--- config.mk ---
export PLATFORM = sky130hd
export DESIGN_NAME = lcd_read_fsm
export DESIGN_NICKNAME = d
export VERILOG_FILES = /design/src/rtl/lcd_read_fsm.sv
export SDC_FILE = /design/constraint.sdc
export NUM_CORES = 1
export LEC_CHECK = 0
export ABC_AREA = 1
export BUFFER_PORTS_ARGS = -buffer_cell sky130_fd_sc_hd__buf_2
export CAP_MARGIN = 20
export CORE_UTILIZATION = 55
export CTS_CLUSTER_SIZE = 16
export DETAILED_ROUTE_END_ITERATION = 6
export PLACE_DENSITY = 0.84
export SETUP_SLACK_MARGIN = 0.15
export SYNTH_ARGS = -nofsm -noshare
export SYNTH_HDL_FRONTEND = slang
export SYNTH_SLANG_ARGS = --single-unit
--- constraint.sdc ---
create_clock -name clk -period 1.8 [get_ports clk]
set_clock_uncertainty 0.1 [all_clocks]
set_input_delay 0.09 -clock clk [delete_from_list [all_inputs] [get_ports clk]]
set_output_delay 0.09 -clock clk [all_outputs]
set_load 0.005 [all_outputs]
--- src/rtl/lcd_read_fsm.sv ---
// Character-LCD byte read over SF_D[11:8]: two E-strobed nibble reads, high nibble first.
// Optional macro LCD_BUSY_POLL_EN: re-read rs=0 (busy flag) until BF=0 or MAX_POLLS is reached.
module lcd_read_fsm #(
  parameter int unsigned T_SETUP  = 2,
  parameter int unsigned T_E_HIGH = 12,
  parameter int unsigned T_HOLD   = 1,
  parameter int unsigned T_GAP    = 50
`ifdef LCD_BUSY_POLL_EN
  ,
  parameter int unsigned MAX_POLLS = 255
`endif
) (
  input  logic       clk,
  input  logic       reset,
  input  logic       start,
  input  logic       rs,
  input  logic [3:0] sf_d_in,
  output logic       LCD_RS,
  output logic       LCD_RW,
  output logic       LCD_E,
  output logic       sf_d_oe,
  output logic [7:0] rd_data,
  output logic       rd_valid,
  output logic       busy,
  output logic       timeout
);

  typedef enum logic [3:0] {
    IDLE, SETUP_HIGH, ACTIVE_HIGH, HOLD_HIGH, WAIT,
    SETUP_LOW, ACTIVE_LOW, HOLD_LOW, DONE
  } state_t;

  localparam logic [11:0] LAST_SETUP = 12'(T_SETUP - 1);
  localparam logic [11:0] LAST_E     = 12'(T_E_HIGH - 1);
  localparam logic [11:0] LAST_HOLD  = 12'(T_HOLD - 1);
  localparam logic [11:0] LAST_GAP   = 12'(T_GAP - 1);

  state_t      state_q, state_d;
  logic [11:0] cnt_q, cnt_d;
  logic        rs_q, rs_d;
  logic        lcd_rs_q, lcd_rw_q, lcd_e_q, oe_q, valid_q, busy_q;
  logic [7:0]  data_q;

`ifdef LCD_BUSY_POLL_EN
  localparam logic [7:0] LAST_POLL = 8'(MAX_POLLS - 1);
  logic       poll_wait_q, poll_wait_d;
  logic [7:0] polls_q, polls_d;
  logic       timeout_q, timeout_d;
`endif

  always_comb begin
    state_d = state_q;
    rs_d    = rs_q;
`ifdef LCD_BUSY_POLL_EN
    poll_wait_d = poll_wait_q;
    polls_d     = polls_q;
    timeout_d   = 1'b0;
`endif
    case (state_q)
      IDLE: if (start) begin
        state_d = SETUP_HIGH;
        rs_d    = rs;
`ifdef LCD_BUSY_POLL_EN
        polls_d     = '0;
        poll_wait_d = 1'b0;
`endif
      end
      SETUP_HIGH:  if (cnt_q == LAST_SETUP) state_d = ACTIVE_HIGH;
      ACTIVE_HIGH: if (cnt_q == LAST_E)     state_d = HOLD_HIGH;
      HOLD_HIGH:   if (cnt_q == LAST_HOLD)  state_d = WAIT;
      WAIT: if (cnt_q == LAST_GAP) begin
`ifdef LCD_BUSY_POLL_EN
        state_d     = poll_wait_q ? SETUP_HIGH : SETUP_LOW;
        poll_wait_d = 1'b0;
`else
        state_d = SETUP_LOW;
`endif
      end
      SETUP_LOW:   if (cnt_q == LAST_SETUP) state_d = ACTIVE_LOW;
      ACTIVE_LOW:  if (cnt_q == LAST_E)     state_d = HOLD_LOW;
      HOLD_LOW: if (cnt_q == LAST_HOLD) begin
        state_d = DONE;
`ifdef LCD_BUSY_POLL_EN
        // BF sits in the already-captured high nibble; a busy LCD is polled again after a gap
        if (!rs_q && data_q[7]) begin
          if (polls_q == LAST_POLL) begin
            timeout_d = 1'b1;
          end else begin
            state_d     = WAIT;
            poll_wait_d = 1'b1;
            polls_d     = polls_q + 8'd1;
          end
        end
`endif
      end
      DONE:    state_d = IDLE;
      default: state_d = IDLE;
    endcase
    cnt_d = (state_d != state_q || state_q == IDLE) ? '0 : cnt_q + 12'd1;
  end

  // Outputs are decoded from the next state so each registered output lines up with its state
  always_ff @(posedge clk) begin
    if (reset) begin
      state_q  <= IDLE;
      cnt_q    <= '0;
      rs_q     <= 1'b0;
      lcd_rs_q <= 1'b0;
      lcd_rw_q <= 1'b0;
      lcd_e_q  <= 1'b0;
      oe_q     <= 1'b1;
      data_q   <= '0;
      valid_q  <= 1'b0;
      busy_q   <= 1'b0;
`ifdef LCD_BUSY_POLL_EN
      poll_wait_q <= 1'b0;
      polls_q     <= '0;
      timeout_q   <= 1'b0;
`endif
    end else begin
      state_q  <= state_d;
      cnt_q    <= cnt_d;
      rs_q     <= rs_d;
      lcd_e_q  <= (state_d == ACTIVE_HIGH) || (state_d == ACTIVE_LOW);
      lcd_rw_q <= (state_d != IDLE) && (state_d != DONE);
      lcd_rs_q <= (state_d != IDLE) && (state_d != DONE) && rs_d;
      oe_q     <= (state_d == IDLE);
      busy_q   <= (state_d != IDLE);
      valid_q  <= (state_d == DONE);
      if (state_q == ACTIVE_HIGH && state_d == HOLD_HIGH) data_q[7:4] <= sf_d_in;
      if (state_q == ACTIVE_LOW && state_d == HOLD_LOW)   data_q[3:0] <= sf_d_in;
`ifdef LCD_BUSY_POLL_EN
      poll_wait_q <= poll_wait_d;
      polls_q     <= polls_d;
      timeout_q   <= timeout_d;
`endif
    end
  end

  assign LCD_RS   = lcd_rs_q;
  assign LCD_RW   = lcd_rw_q;
  assign LCD_E    = lcd_e_q;
  assign sf_d_oe  = oe_q;
  assign rd_data  = data_q;
  assign rd_valid = valid_q;
  assign busy     = busy_q;
`ifdef LCD_BUSY_POLL_EN
  assign timeout  = timeout_q;
`else
  assign timeout  = 1'b0;
`endif

endmodule

Word level (Yosys, flattened, before mapping)

Cells that the tools add are included.

$add $sub $neg: 1
Eq/ne operators: 17
Multiplexer cells: 11
Reduce and logical (&&, ||, !) cells: 11

Operators by type and width:

| operator                                                         | count |
|---|---|
| 4-bit 2-to-1 mux                                                 | 8 |
| 4-bit case mux with 8 select lines                               | 1 |
| 4-bit by 3-bit == test with 1-bit output, second input constant  | 6 |
| 4-bit by 2-bit == test with 1-bit output, second input constant  | 4 |
| 12-bit by 1-bit adder with 12-bit output, second input constant  | 1 |
| 12-bit by 1-bit == test with 1-bit output, second input constant | 1 |
| 12-bit by 4-bit == test with 1-bit output, second input constant | 1 |
| 12-bit by 6-bit == test with 1-bit output, second input constant | 1 |
| 12-bit logical NOT                                               | 1 |
| 4-bit logical NOT                                                | 2 |
| 4-bit by 1-bit == test with 1-bit output, second input constant  | 1 |
| 4-bit == test, second input constant                             | 1 |
| 1-bit logical AND                                                | 4 |
| 4-bit != test                                                    | 1 |
| 4-bit != test, second input constant                             | 1 |
| 4-bit nonzero test                                               | 1 |
| 1-bit logical OR                                                 | 2 |
| 1-bit 2-to-1 mux                                                 | 2 |
| 2-bit OR reduction                                               | 1 |

Flip-flop bits (word level): 31
Bits of input ports: 8
Output and inout bits: 15
Word-level logic and storage cells: 51

Logic depth before layout (Yosys ltp)

Gate-level depths: netlist of the first run.

Depth in word-level cells: 6
Gate-level depth with buffers: 11
Depth with buffers taken out: 11

Worst setup path after synthesis of the first run

OpenSTA, ideal clock, no wires.

Path type: flip-flop to flip-flop
Start: register cnt_q[0]
End: register data_q[2], in the netlist rd_data[2]
Library setup time: 0.132 ns
Arrival: 1.356 ns
Required time: 1.568 ns
Slack: 0.212 ns
Cell stages (with the launch flop): 7
Buffers on the path: 0
Clock period less this slack: 1.588 ns
Path through: dfxtp_1 -> ha_1 -> nand3_2 -> o31ai_4 -> nand2_2 -> nand2_1 -> a21oi_1

Longest elaborated chain between the ends: 5
Elaborated cells on any way between the ends: 14
Classes of those cells: eq/ne: 4; mux: 8; reduce/logical: 2

Ends and longest elaborated chain:

| element                                                                 | line   | text |
|---|---|---|
| from (decl)                                                             | 39     | `logic [11:0] cnt_q, cnt_d;` |
| from (signal assigned)                                                  | 122    | `cnt_q <= cnt_d;` |
| 12-bit by 4-bit == test with 1-bit output, or another cell as far along | 69, 80 |  |
| 4-bit 2-to-1 mux, or another cell as far along                          | 80     | `ACTIVE_LOW: if (cnt_q == LAST_E) state_d = HOLD_LOW;` |
| 4-bit case mux with 8 select lines (*)                                  | 59     | `case (state_q)` |
| 4-bit by 3-bit == test with 1-bit output (*)                            | 131    | `if (state_q == ACTIVE_LOW && state_d == HOLD_LOW) data_q[3:0] <= sf_d_in;` |
| 1-bit logical AND (*)                                                   | 131    |  |
| to (signal assigned)                                                    | 131    |  |
| to (decl)                                                               | 42     | `logic [7:0] data_q;` |

Mark *: on every way between the ends. The rest lies on a longest branch, timed or not.
A chain may end at the register's enable or synchronous reset.

Worst setup path after layout of the first run

Start: register cnt_q[0]
End: register cnt_q[3]

Longest elaborated chain between the ends: 6
Elaborated cells on any way between the ends: 16
Classes of those cells: add/sub: 1; eq/ne: 4; mux: 8; reduce/logical: 3

Ends and longest elaborated chain:

| element                                                                 | line   | text |
|---|---|---|
| 12-bit by 4-bit == test with 1-bit output, or another cell as far along | 69, 80 |  |
| 4-bit 2-to-1 mux, or another cell as far along                          | 80     |  |
| 4-bit case mux with 8 select lines                                      | 59     |  |
| 4-bit != test                                                           | 99     | `cnt_d = (state_d != state_q \|\| state_q == IDLE) ? '0 : cnt_q + 12'd1;` |
| 1-bit logical OR                                                        | 99     |  |
| 2-bit OR reduction (no source line)                                     | --     |  |

Several ways; a longest one is shown, not always the timed one.

==> results of run 1 <==
[registers in the layout (all words and copies together), names as in the netlist]
| name | cells |
|---|---|
| LCD_RS | 1 |
| sf_d_oe | 1 |
| rd_valid | 1 |
| LCD_E | 1 |
| cnt_q | 12 |
| busy | 1 |
| state_q | 4 |
| rd_data | 8 |
| LCD_RW | 1 |
| rs_q | 1 |
[critical path, cell delays in order, from the launching register on]
cell     delay, ns
dfxtp_2       0.39
ha_2          0.22
nand3_2       0.12
nor2_1        0.19
nand2_2       0.07
nand2_2       0.08
nor2_4        0.05
inv_2         0.13
buf_6         0.16
nor3_2        0.05
[routing by layer]
| layer | routed length [µm] | GRT usage [%] |
|---|---|---|
| met5 | 0 | 0 |
| met4 | 70 | 12.0 |
| met3 | 124 | 8.61 |
| met2 | 1440 | 33.3 |
| met1 | 1460 | 26.8 |
[through the flow]
step | instances | cell area [µm²] | hold WS (ns)
floorplan | 202 | 1530 | 0.155
global placement | 251 | 1660 | 0.259
detailed placement | 251 | 1660 | 0.271
CTS | 264 | 1770 | 0.0220
global route | 268 | 1860 | 0.0315
finish | 268 | 1860 | 0.0293
[how the worst max path moves through the flow]
| stage | depth (start not counted) | endpoint | slack (ns) | startpoint |
|---|---|---|---|---|
| final | 9 | cnt_q[3] | 0.14 | cnt_q[0] |
| after global placement | 8 | cnt_q[8] | 0.09 | cnt_q[0] |
| after CTS | 10 | cnt_q[3] | 0.15 | cnt_q[1] |
| after detailed placement | 6 | rd_data[7] | 0.07 | cnt_q[0] |
| after global routing | 10 | cnt_q[3] | 0.05 | state_q[1] |
| after floorplan | 6 | rd_data[2] | 0.21 | cnt_q[0] |
[placed cells by master (no fill, tap or decap), drive strengths merged]
cell / netlist / routed
xnor2: 3 / 3
nand2: 45 / 45
nand3: 14 / 14
conb: 1 / 1
o31ai: 1 / 1
o21ai: 5 / 5
xor2: 3 / 3
dlygate4sd3: 0 / 5
clkbuf: 2 / 7
inv: 23 / 23
nor3b: 1 / 1
nand4: 3 / 3
ha: 3 / 3
o21a: 2 / 2
a21oi: 9 / 9
nor2: 38 / 38
clkinv: 1 / 2
dfxtp: 31 / 31
nor3: 14 / 14
buf: 3 / 28
[logic make-up (layout without fill, tap and decap cells)]
kind of cell	Yosys count	after routing	synth area share, %
buffers and inverters	29	65	7.93
other	1	1	0.245
and+or+nand+nor	115	115	38.4
AOI/OAI and AO/OA	17	17	6.95
adders and majority gates	3	3	2.45
xor gates and xnor gates	6	6	3.43
DFF	31	31	40.6
[Yosys cell counts]
cell / count
a21oi_1: 9
buf_2: 1
buf_4: 1
buf_6: 1
clkbuf_1: 2
clkinv_1: 1
conb_1: 1
dfxtp_1: 31
ha_1: 3
inv_1: 19
inv_2: 4
nand2_1: 38
nand2_2: 6
nand2_4: 1
nand3_1: 12
nand3_2: 2
nand4_1: 3
nor2_1: 33
nor2_2: 4
nor2_4: 1
nor3_1: 3
nor3_2: 11
nor3b_2: 1
o21a_1: 2
o21ai_0: 4
o21ai_1: 1
o31ai_4: 1
xnor2_1: 3
xor2_1: 3
[report_power, final]
group | switching (mW) | internal, mW
clock | 0.229 | 0.152
combinational | 0.0691 | 0.0557
sequential | 0.00870 | 0.698
[cell type report]
type                       instances  share of cell area [%]
multi-input combinational        142                    44.5
sequential                        31                    33.7
timing repair buffer              33                    12.3
inverter                          24                    4.85
clock buffer                       7                    2.42
tap                               30                    2.02
clock inverter                     1                   0.269
[timing repair]
item | in CTS | in global routing
hold endpoints to repair | 9 | 0
pin swaps | 1 | 4
buffers inserted | 0 | 4
gates resized for setup | 2 | 16
hold buffers | 5 | 0
setup endpoints to repair | 15 | 20
==> qor.txt, run 1 <==
status -> finished clean
cell taking the most area after synthesis -> dfxtp_1
CP Class -> reg -> reg
CTS clk-pin slew, worst paths -> 0.09 ns
Port-buffer cells -> 21
Syn Std Cell Area -> 1530 µm²
Power Total -> 1.21 mW
Fill cells -> 203
Final Hold Viols -> 0
power density over the cells -> 653 nW/µm²
register area share after synthesis -> 40.6%
Final setup viols -> 0
# clock sinks -> 31
Slew Viols, Final -> 0
worst endpoint data arrival time -> 1.78 ns
initial antenna violation count -> 0
Worst EP required -> 1.92 ns
final wirelength -> 3.10 mm
Clock Latency Late Sink -> 0.33 ns
H-tree levels -> 2
DRC Markers -> 0
pre-CTS setup slack -> 0.0734 ns
Netlist cell types -> 29
routed length per placed instance -> 11.6 µm
Hold WC Path Type -> in -> reg
clk buf depth -> 2
Max rail drop VDD -> 0.763 mV
# rows -> 18
Reg2Reg Depth -> 9
Die Y -> 54.7 µm
RR Endpoint -> cnt_q[3]
Avg Cell Area, Syn -> 7.58 µm²
Remaining Overflow, GRT -> 0
unrepaired setup endpoints after global routing -> yes
Via density -> 4.99
CTS tree -> yes
initial core utilization -> 60.1%
period utilization -> 92.0%
HP Start -> start
core area -> 2540 µm²
routability cong. -> 0.856
CP startpoint kind -> flop
Clock Tree Root -> clkbuf_4
global-route wire length before repair -> 4.50 mm
CP max FO -> 6
Gate Count Post-Synth -> 202
Layout area overhead -> 21.4%
I/O pin total -> 23
fmax -> 604 MHz
Worst Setup Slack, final -> 0.144 ns
share of layout cells above drive strength 1 -> 33.2%
Reg-to-Reg Start -> cnt_q[0]
DRT antenna net count -> 0
antenna diode count -> 0
DP HPWL -> 2.16 mm
number of max-cap violations -> 0
P_leak -> 0.824 nW
post-synth top area share -> 40.6%
Tmin final -> 1.66 ns
syn nets -> 213
Worst Setup End Kind -> flop
DR pass1 iterations -> 4
vias in the first global route -> 1078
drt initial violations -> 34
Nets -> 248
hold-critical path depth -> 4
CTS buffer count -> 5
final core occ -> 73.0%
Worst R2R Setup Slack -> 0.14 ns
synth warn -> 0
Area contributors post-synth -> dfxtp_1, nand2_1, nor2_1
Die Area -> 3000 µm²
Multi-input gate area -> 827 µm²
Die X -> 54.7 µm
Hold EP -> rs_q
Setup TNS -> 0 ns
via count -> 1336
largest net degree at the start of global routing -> 16
GRT Util Overall -> 22.2%
register area -> 626 µm²
Synth Register Bits -> 31
(Power assumes the default switching activity.)
==> inputs of run 2 (changes only) <==
- ABC_AREA: 1 -> not set
- PLACE_DENSITY: 0.84 -> 0.85
- clock period: 1.8 -> 1.9 ns (I/O delays scaled with it)
==> run 2 against run 1 <==
Compared with the run above: combinational power up 56%; the run now ends with negative setup slack left; fmax shrank 20%; die area shrank 4.5%; global-route usage rose by 7.1 points; sequential share of layout area decreased by 3.4 points; via count is 1.3% higher.
==> qor.txt, run 2 <==
Die Area -> 2860 µm² (was 3000 µm²)
core area -> 2500 µm² (was 2540 µm²)
antenna diode count -> 0 (unchanged)
CTS clk-pin slew, worst paths -> 0.11 ns (was 0.09 ns)
placed cells -> 217 (was 251)
DP HPWL -> 2.38 mm (was 2.16 mm)
Syn Std Cell Area -> 1460 µm² (was 1530 µm²)
share of layout cells above drive strength 1 -> 42.6% (was 33.2%)
Final setup viols -> 24 (was 0)
CTS buffer count -> 5 (unchanged)
commonest non-fill, non-tap cells in the layout -> dfxtp_1, nor2_1, buf_2, buf_4, mux2i_1 (was nand2_1, dfxtp_1, nor2_1)
GRT Util Overall -> 29.3% (was 22.2%)
Die Y -> 53.5 µm (was 54.7 µm)
drt initial violations -> 42 (was 34)
Hold WC Path Type -> in -> reg (unchanged)
worst hold margin -> 0.111 ns (was 0.0293 ns)
power density over the cells -> 690 nW/µm² (was 653 nW/µm²)
failing checks -> negative setup slack
Simple-Gate Fraction of Synth Area -> 29.8% (was 38.4%)
fmax -> 481 MHz (was 604 MHz)
Nets -> 219 (was 248)
Synth Register Bits -> 31 (unchanged)
DR pass1 iterations -> 4 (unchanged)
syn nets -> 168 (was 213)
# clock sinks -> 31 (unchanged)
final wirelength -> 4.26 mm (was 3.10 mm)
Gate Count Post-Synth -> 157 (was 202)
post-synth top area share -> 42.5% (was 40.6%)
Final Hold Viols -> 0 (unchanged)
dominant synthesized flop cell -> dfxtp_1 (unchanged)
status -> finished, violations left (was finished clean)
compound-gate portion of the synthesized area -> 6.95% (about the same)
Slew Viols, Final -> 0 (unchanged)
main combinational cell family by area after synthesis -> simple AND/OR/NAND/NOR gates (unchanged)
largest net degree at the start of global routing -> 17 (was 16)
commonest cells in the netlist -> dfxtp_1, nor2_1, mux2i_1 (was nand2_1, nor2_1, dfxtp_1)
DRT antenna net count -> 0 (unchanged)
routability cong. -> 0.931 (was 0.856)
worst endpoint data arrival time -> 2.21 ns (was 1.78 ns)
multiplexer share of the synthesized area -> 6.17% (was 0%)
CP max FO -> 6 (unchanged)
CP startpoint kind -> flop (unchanged)
Max rail drop VDD -> 0.701 mV (was 0.763 mV)
max FFs per register -> 12 (unchanged)
Largest Register -> cnt_q (unchanged)
xor/xnor cell area share of the yosys netlist -> 6.60% (was 3.43%)
Worst Setup Slack, final -> -0.178 ns (was 0.144 ns)
Remaining Overflow, GRT -> 0 (unchanged)
Power Total -> 1.42 mW (was 1.21 mW)
Fill cells -> 141 (was 203)
global-route wire length before repair -> 5.71 mm (was 4.50 mm)
Via density -> 5.66 (was 4.99)
Layout area overhead -> 40.9% (was 21.4%)
async set-reset flop share out of synthesis -> 0% (unchanged)
Final Non-Filler Cells -> 239 (was 268)
Die X -> 53.5 µm (was 54.7 µm)
# rows -> 18 (unchanged)
via count -> 1353 (was 1336)
Port-buffer cells -> 21 (unchanged)
I/O pin total -> 23 (unchanged)
most frequent cell after synthesis -> dfxtp_1 (was nand2_1)
number of max-cap violations -> 0 (unchanged)
CP Class -> reg -> reg (unchanged)
Worst Setup End Kind -> flop (unchanged)
CTS tree -> yes (unchanged)
routed length per placed instance -> 17.8 µm (was 11.6 µm)
Clock Tree Root -> clkbuf_4 (unchanged)
register area share after synthesis -> 42.5% (was 40.6%)
Clock Latency Late Sink -> 0.35 ns (was 0.33 ns)
Worst EP required -> 2.03 ns (was 1.92 ns)
P_leak -> 0.865 nW (was 0.824 nW)
Post-synth EDFFs -> 0 (unchanged)
synth warn -> 0 (unchanged)
initial antenna violation count -> 0 (unchanged)
clk buf depth -> 2 (unchanged)
H-tree levels -> 2 (unchanged)
placed inst area -> 1700 µm² (was 1660 µm²)
Area contributors post-synth -> dfxtp_1, nor2_1, mux2i_1 (was dfxtp_1, nand2_1, nor2_1)
post-synthesis adder-cell area fraction -> 2.57% (was 2.45%)
DRC Markers -> 0 (unchanged)
Avg Cell Area, Syn -> 9.29 µm² (was 7.58 µm²)
cell taking the most area after synthesis -> dfxtp_1 (unchanged)
Netlist cell types -> 42 (was 29)
unrepaired setup endpoints after global routing -> yes (unchanged)
period utilization -> 109% (was 92.0%)
Tmin final -> 2.08 ns (was 1.66 ns)
vias in the first global route -> 1287 (was 1078)
final instance area -> 2060 µm² (was 1860 µm²)
initial core utilization -> 58.4% (was 60.1%)
most common cell after layout, fill and taps aside -> dfxtp_1 (was nand2_1)
## run 2: changes by cell type in the layout (fill, tap and decap cells not counted), sizes merged, moves of 5 or more
cell,previous run,this run
nand2,45,5
nor2,38,28
nor3,14,4
mux2i,0,9
buf,28,46
nand3,14,9
inv,23,6
a21oi,9,3
## run 2: worst paths after layout
path	start	endpoint	slack (ns)	cells after the start
hold reg to reg	rd_data[4]	rd_data[4]	0.42	2
hold / removal	start	sf_d_oe	0.11	4
setup / recovery	cnt_q[1]	cnt_q[5]	-0.18	7
setup reg to reg	cnt_q[1]	cnt_q[5]	-0.18	7
## run 2: critical path, stage by stage, from the launching register on
cell      delay (ns)
dfxtp_1         0.38
ha_2            0.21
nand3b_1        0.10
or4_1           0.45
a211o_4         0.40
buf_12          0.14
nand3_4         0.11
nor2_1          0.05
## run 2: routing by layer
metal | wire length, µm | track usage (%)
met5 | 0 | 0
met4 | 158 | 20.6
met3 | 206 | 9.77
met2 | 2170 | 47.9
met1 | 1720 | 31.4
## run 2: area by class of cell
| cell class | instances | area, µm² | share of cell area [%] |
|---|---|---|---|
| Inverter | 6 | 22.5 | 1.10 |
| Clock buffer | 6 | 51.3 | 2.50 |
| Clock inverter | 2 | 35.0 | 1.70 |
| Multi-Input combinational cell | 111 | 900 | 43.8 |
| Sequential cell | 31 | 623 | 30.3 |
| Timing Repair Buffer | 53 | 387 | 18.8 |
| Tap cell | 30 | 37.5 | 1.83 |
## run 2: cell families after synthesis
family	Yosys count
xor+xnor	11
fa+ha+maj	3
buf+inv	16
flops	31
simple gates	74
mux	9
other cells	1
compound gates	12
## run 2: where the power goes
group	internal [mW]	total (mW)	switching, mW
Combinational	0.0895	0.195	0.105
Clock	0.311	0.548	0.237
Sequential	0.668	0.676	0.00790
Total	1.07	1.42	0.350
## run 2: metrics by stage
| step | TNS, ns | setup slack, ns | utilization [%] |
|---|---|---|---|
| 3_3_place_gp | -0.363 | -0.0906 | 68.2 |
| 4_1_cts | -1.36 | -0.0852 | 76.5 |
| 6_report | -2.40 | -0.178 | 82.2 |
| 2_1_floorplan | -0.114 | -0.0258 | - |
| 5_1_grt | -3.94 | -0.221 | 82.2 |
| 3_5_place_dp | -1.19 | -0.161 | 68.2 |
## run 2: timing repair
action | CTS | global route
buffers inserted | 3 | 3
hold buffers | 7 | 0
pin swaps | 8 | 6
resized for setup | 6 | 23
setup endpoints to repair | 30 | 30
gates cloned | 0 | 1
hold endpoints to repair | 10 | 0
==> inputs of run 3 (changes only) <==
--- a/config.mk
+++ b/config.mk
@@ -14,2 +14,3 @@
 export SETUP_SLACK_MARGIN = 0.15
+export SLEW_MARGIN = 20
 export SYNTH_ARGS = -nofsm -noshare
==> constraint.sdc (replaced) <==
create_clock -name clk -period 1.9 [get_ports clk]
set_clock_uncertainty 0.1 [all_clocks]
set_input_delay 0.38 -clock clk [delete_from_list [all_inputs] [get_ports clk]]
set_output_delay 0.38 -clock clk [all_outputs]
set_load 0.005 [all_outputs]
==> run 3 against run 2 <==
Compared with the run above: the flow still finishes with violations (negative setup slack); clock power about the same; fmax up 3.4%; cell count is 3.8% lower; sequential power about the same; core utilization decreased by 3.7 points; sequential share of layout area rose by 1.6 points; global-route usage shrank 1.2 points; wire length is 12% lower; design area shrank 4.4%; first-iteration DRC count is 45% lower; register-to-register slack gained 0.07 ns; largest cell class unchanged; largest power group unchanged.
==> qor.txt, run 3 (synthesis results as in run 2) <==
status -> finished, violations left (unchanged)
failing checks -> negative setup slack (unchanged)
Layout area overhead -> 34.6% (was 40.9%)
CTS buffer count -> 5 (unchanged)
# clock sinks -> 31 (unchanged)
# rows -> 18 (unchanged)
largest net degree at the start of global routing -> 19 (was 17)
pre-CTS setup slack -> -0.161 ns (unchanged)
Worst Setup End Kind -> flop (unchanged)
drt initial violations -> 23 (was 42)
Nets -> 210 (was 219)
max FFs per register -> 12 (unchanged)
Tmin final -> 2.01 ns (was 2.08 ns)
via count -> 1303 (was 1353)
Remaining Overflow, GRT -> 0 (unchanged)
CTS clk-pin slew, worst paths -> 0.11 ns (about the same)
Die Y -> 53.5 µm (unchanged)
initial antenna violation count -> 0 (unchanged)
DR pass1 iterations -> 4 (unchanged)
number of max-cap violations -> 0 (unchanged)
P_leak -> 0.811 nW (was 0.865 nW)
Via density -> 5.67 (was 5.66)
CP Class -> reg -> reg (unchanged)
Critical Path, Cell by Cell -> or4_4, or2_4, a211o_4, buf_12, nand3_4, nor2_1 (was ha_2, nand3b_1, or4_1, a211o_4, buf_12, nand3_4, nor2_1)
Final Hold Viols -> 0 (unchanged)
worst endpoint data arrival time -> 2.14 ns (was 2.21 ns)
commonest non-fill, non-tap cells in the layout -> dfxtp_1, nor2_1, buf_2, buf_4, mux2i_1 (unchanged)
Worst EP required -> 2.03 ns (about the same)
vias in the first global route -> 1214 (was 1287)
Die X -> 53.5 µm (unchanged)
global-route wire length before repair -> 5.51 mm (was 5.71 mm)
Hold WC Path Type -> in -> reg (unchanged)
CP startpoint kind -> flop (unchanged)
Fill cells -> 155 (was 141)
I/O pin total -> 23 (unchanged)
Worst Setup Slack, final -> -0.109 ns (was -0.178 ns)
routed length per placed instance -> 16.3 µm (was 17.8 µm)
power density over the cells -> 713 nW/µm² (was 690 nW/µm²)
CTS tree -> yes (unchanged)
final wirelength -> 3.75 mm (was 4.26 mm)
Clock Tree Root -> clkbuf_4 (unchanged)
Port-buffer cells -> 21 (unchanged)
DRC Markers -> 0 (unchanged)
Power Total -> 1.40 mW (was 1.42 mW)
Max rail drop VDD -> 0.707 mV (was 0.701 mV)
placed cells -> 217 (unchanged)
clk buf depth -> 2 (unchanged)
Worst path max stage delay -> 0.55 ns (was 0.45 ns)
Final setup viols -> 22 (was 24)
GRT Util Overall -> 28.1% (was 29.3%)
most common cell after layout, fill and taps aside -> dfxtp_1 (unchanged)
CP max FO -> 6 (unchanged)
period utilization -> 106% (was 109%)
Clock Latency Late Sink -> 0.34 ns (was 0.35 ns)
CP delay by family, top -> simple AND/OR/NAND/NOR gates (unchanged)
initial core utilization -> 58.4% (unchanged)
CP max stage cell -> or4_4 (was or4_1)
Largest Register -> cnt_q (unchanged)
unrepaired setup endpoints after global routing -> yes (unchanged)
Die Area -> 2860 µm² (unchanged)
antenna diode count -> 0 (unchanged)
worst hold margin -> 0.193 ns (was 0.111 ns)
H-tree levels -> 2 (unchanged)
routability cong. -> 0.931 (unchanged)
core area -> 2500 µm² (unchanged)
DP HPWL -> 2.38 mm (unchanged)
fmax -> 498 MHz (was 481 MHz)
Slew Viols, Final -> 0 (unchanged)
share of layout cells above drive strength 1 -> 43.5% (was 42.6%)
CP bufs+invs -> 1 (unchanged)
DRT antenna net count -> 0 (unchanged)
Final Non-Filler Cells -> 230 (was 239)
run 3: changes by cell type in the layout (fill, tap and decap cells not counted), sizes merged:
cell,change
buf,-2
dlygate4sd3,-7
run 3: final cells by class:
cell class	instances	area [µm²]	area share, %
Sequential cell	31	627	31.9
Timing Repair Buffer	44	294	15.0
Inverter	6	22.5	1.15
Clock buffer	6	51.3	2.61
Clock inverter	2	35.0	1.78
Multi-Input combinational cell	111	897	45.7
Tap cell	30	37.5	1.91
run 3: path summary, 6_finish.rpt:
check                           startpoint         end  slack, ns  cells past startpoint
worst min-delay path            sf_d_in[2]  rd_data[6]       0.19                      3
worst max-delay path              cnt_q[9]    cnt_q[5]      -0.11                      6
worst min register to register  rd_data[5]  rd_data[5]       0.41                      2
worst max register to register    cnt_q[9]    cnt_q[5]      -0.11                      6
run 3: tightest hold or removal path, stage by stage:
cell and delay, ns:
buf_2 0.09, mux2i_1 0.06, nor2_1 0.08
run 3: per-layer routing:
layer | vias up | global-route usage, % | share of wire [%]
li1 | 624 | - | -
met1 | 624 | 31.2 | 40
met2 | 43 | 47.5 | 52
met3 | 12 | 8.91 | 4.3
met4 | 0 | 14.5 | 3.5
met5 | - | 0 | 0
run 3: through the flow:
stage | instance area, µm² | setup TNS (ns) | utilization, %
after global placement | 1700 | -0.363 | 68.2
after floorplan | 1480 | -0.114 | -
after global routing | 1960 | -2.77 | 78.6
final | 1960 | -1.20 | 78.6
after CTS | 1840 | -1.39 | 73.7
after detailed placement | 1700 | -1.19 | 68.2
run 3: timing repair:
item	CTS	global route
endpoints found under the setup margin	30	30
pin swaps	8	8
resized for setup	6	21
hold endpoints to repair	0	0
cloned	0	1
hold buffers	0	0
setup buffers	3	1
run 3: where the power goes:
group          internal [mW]  switching, mW  total (mW)
combinational         0.0800         0.0993       0.179
sequential             0.668        0.00924       0.677
clock                  0.311          0.234       0.545
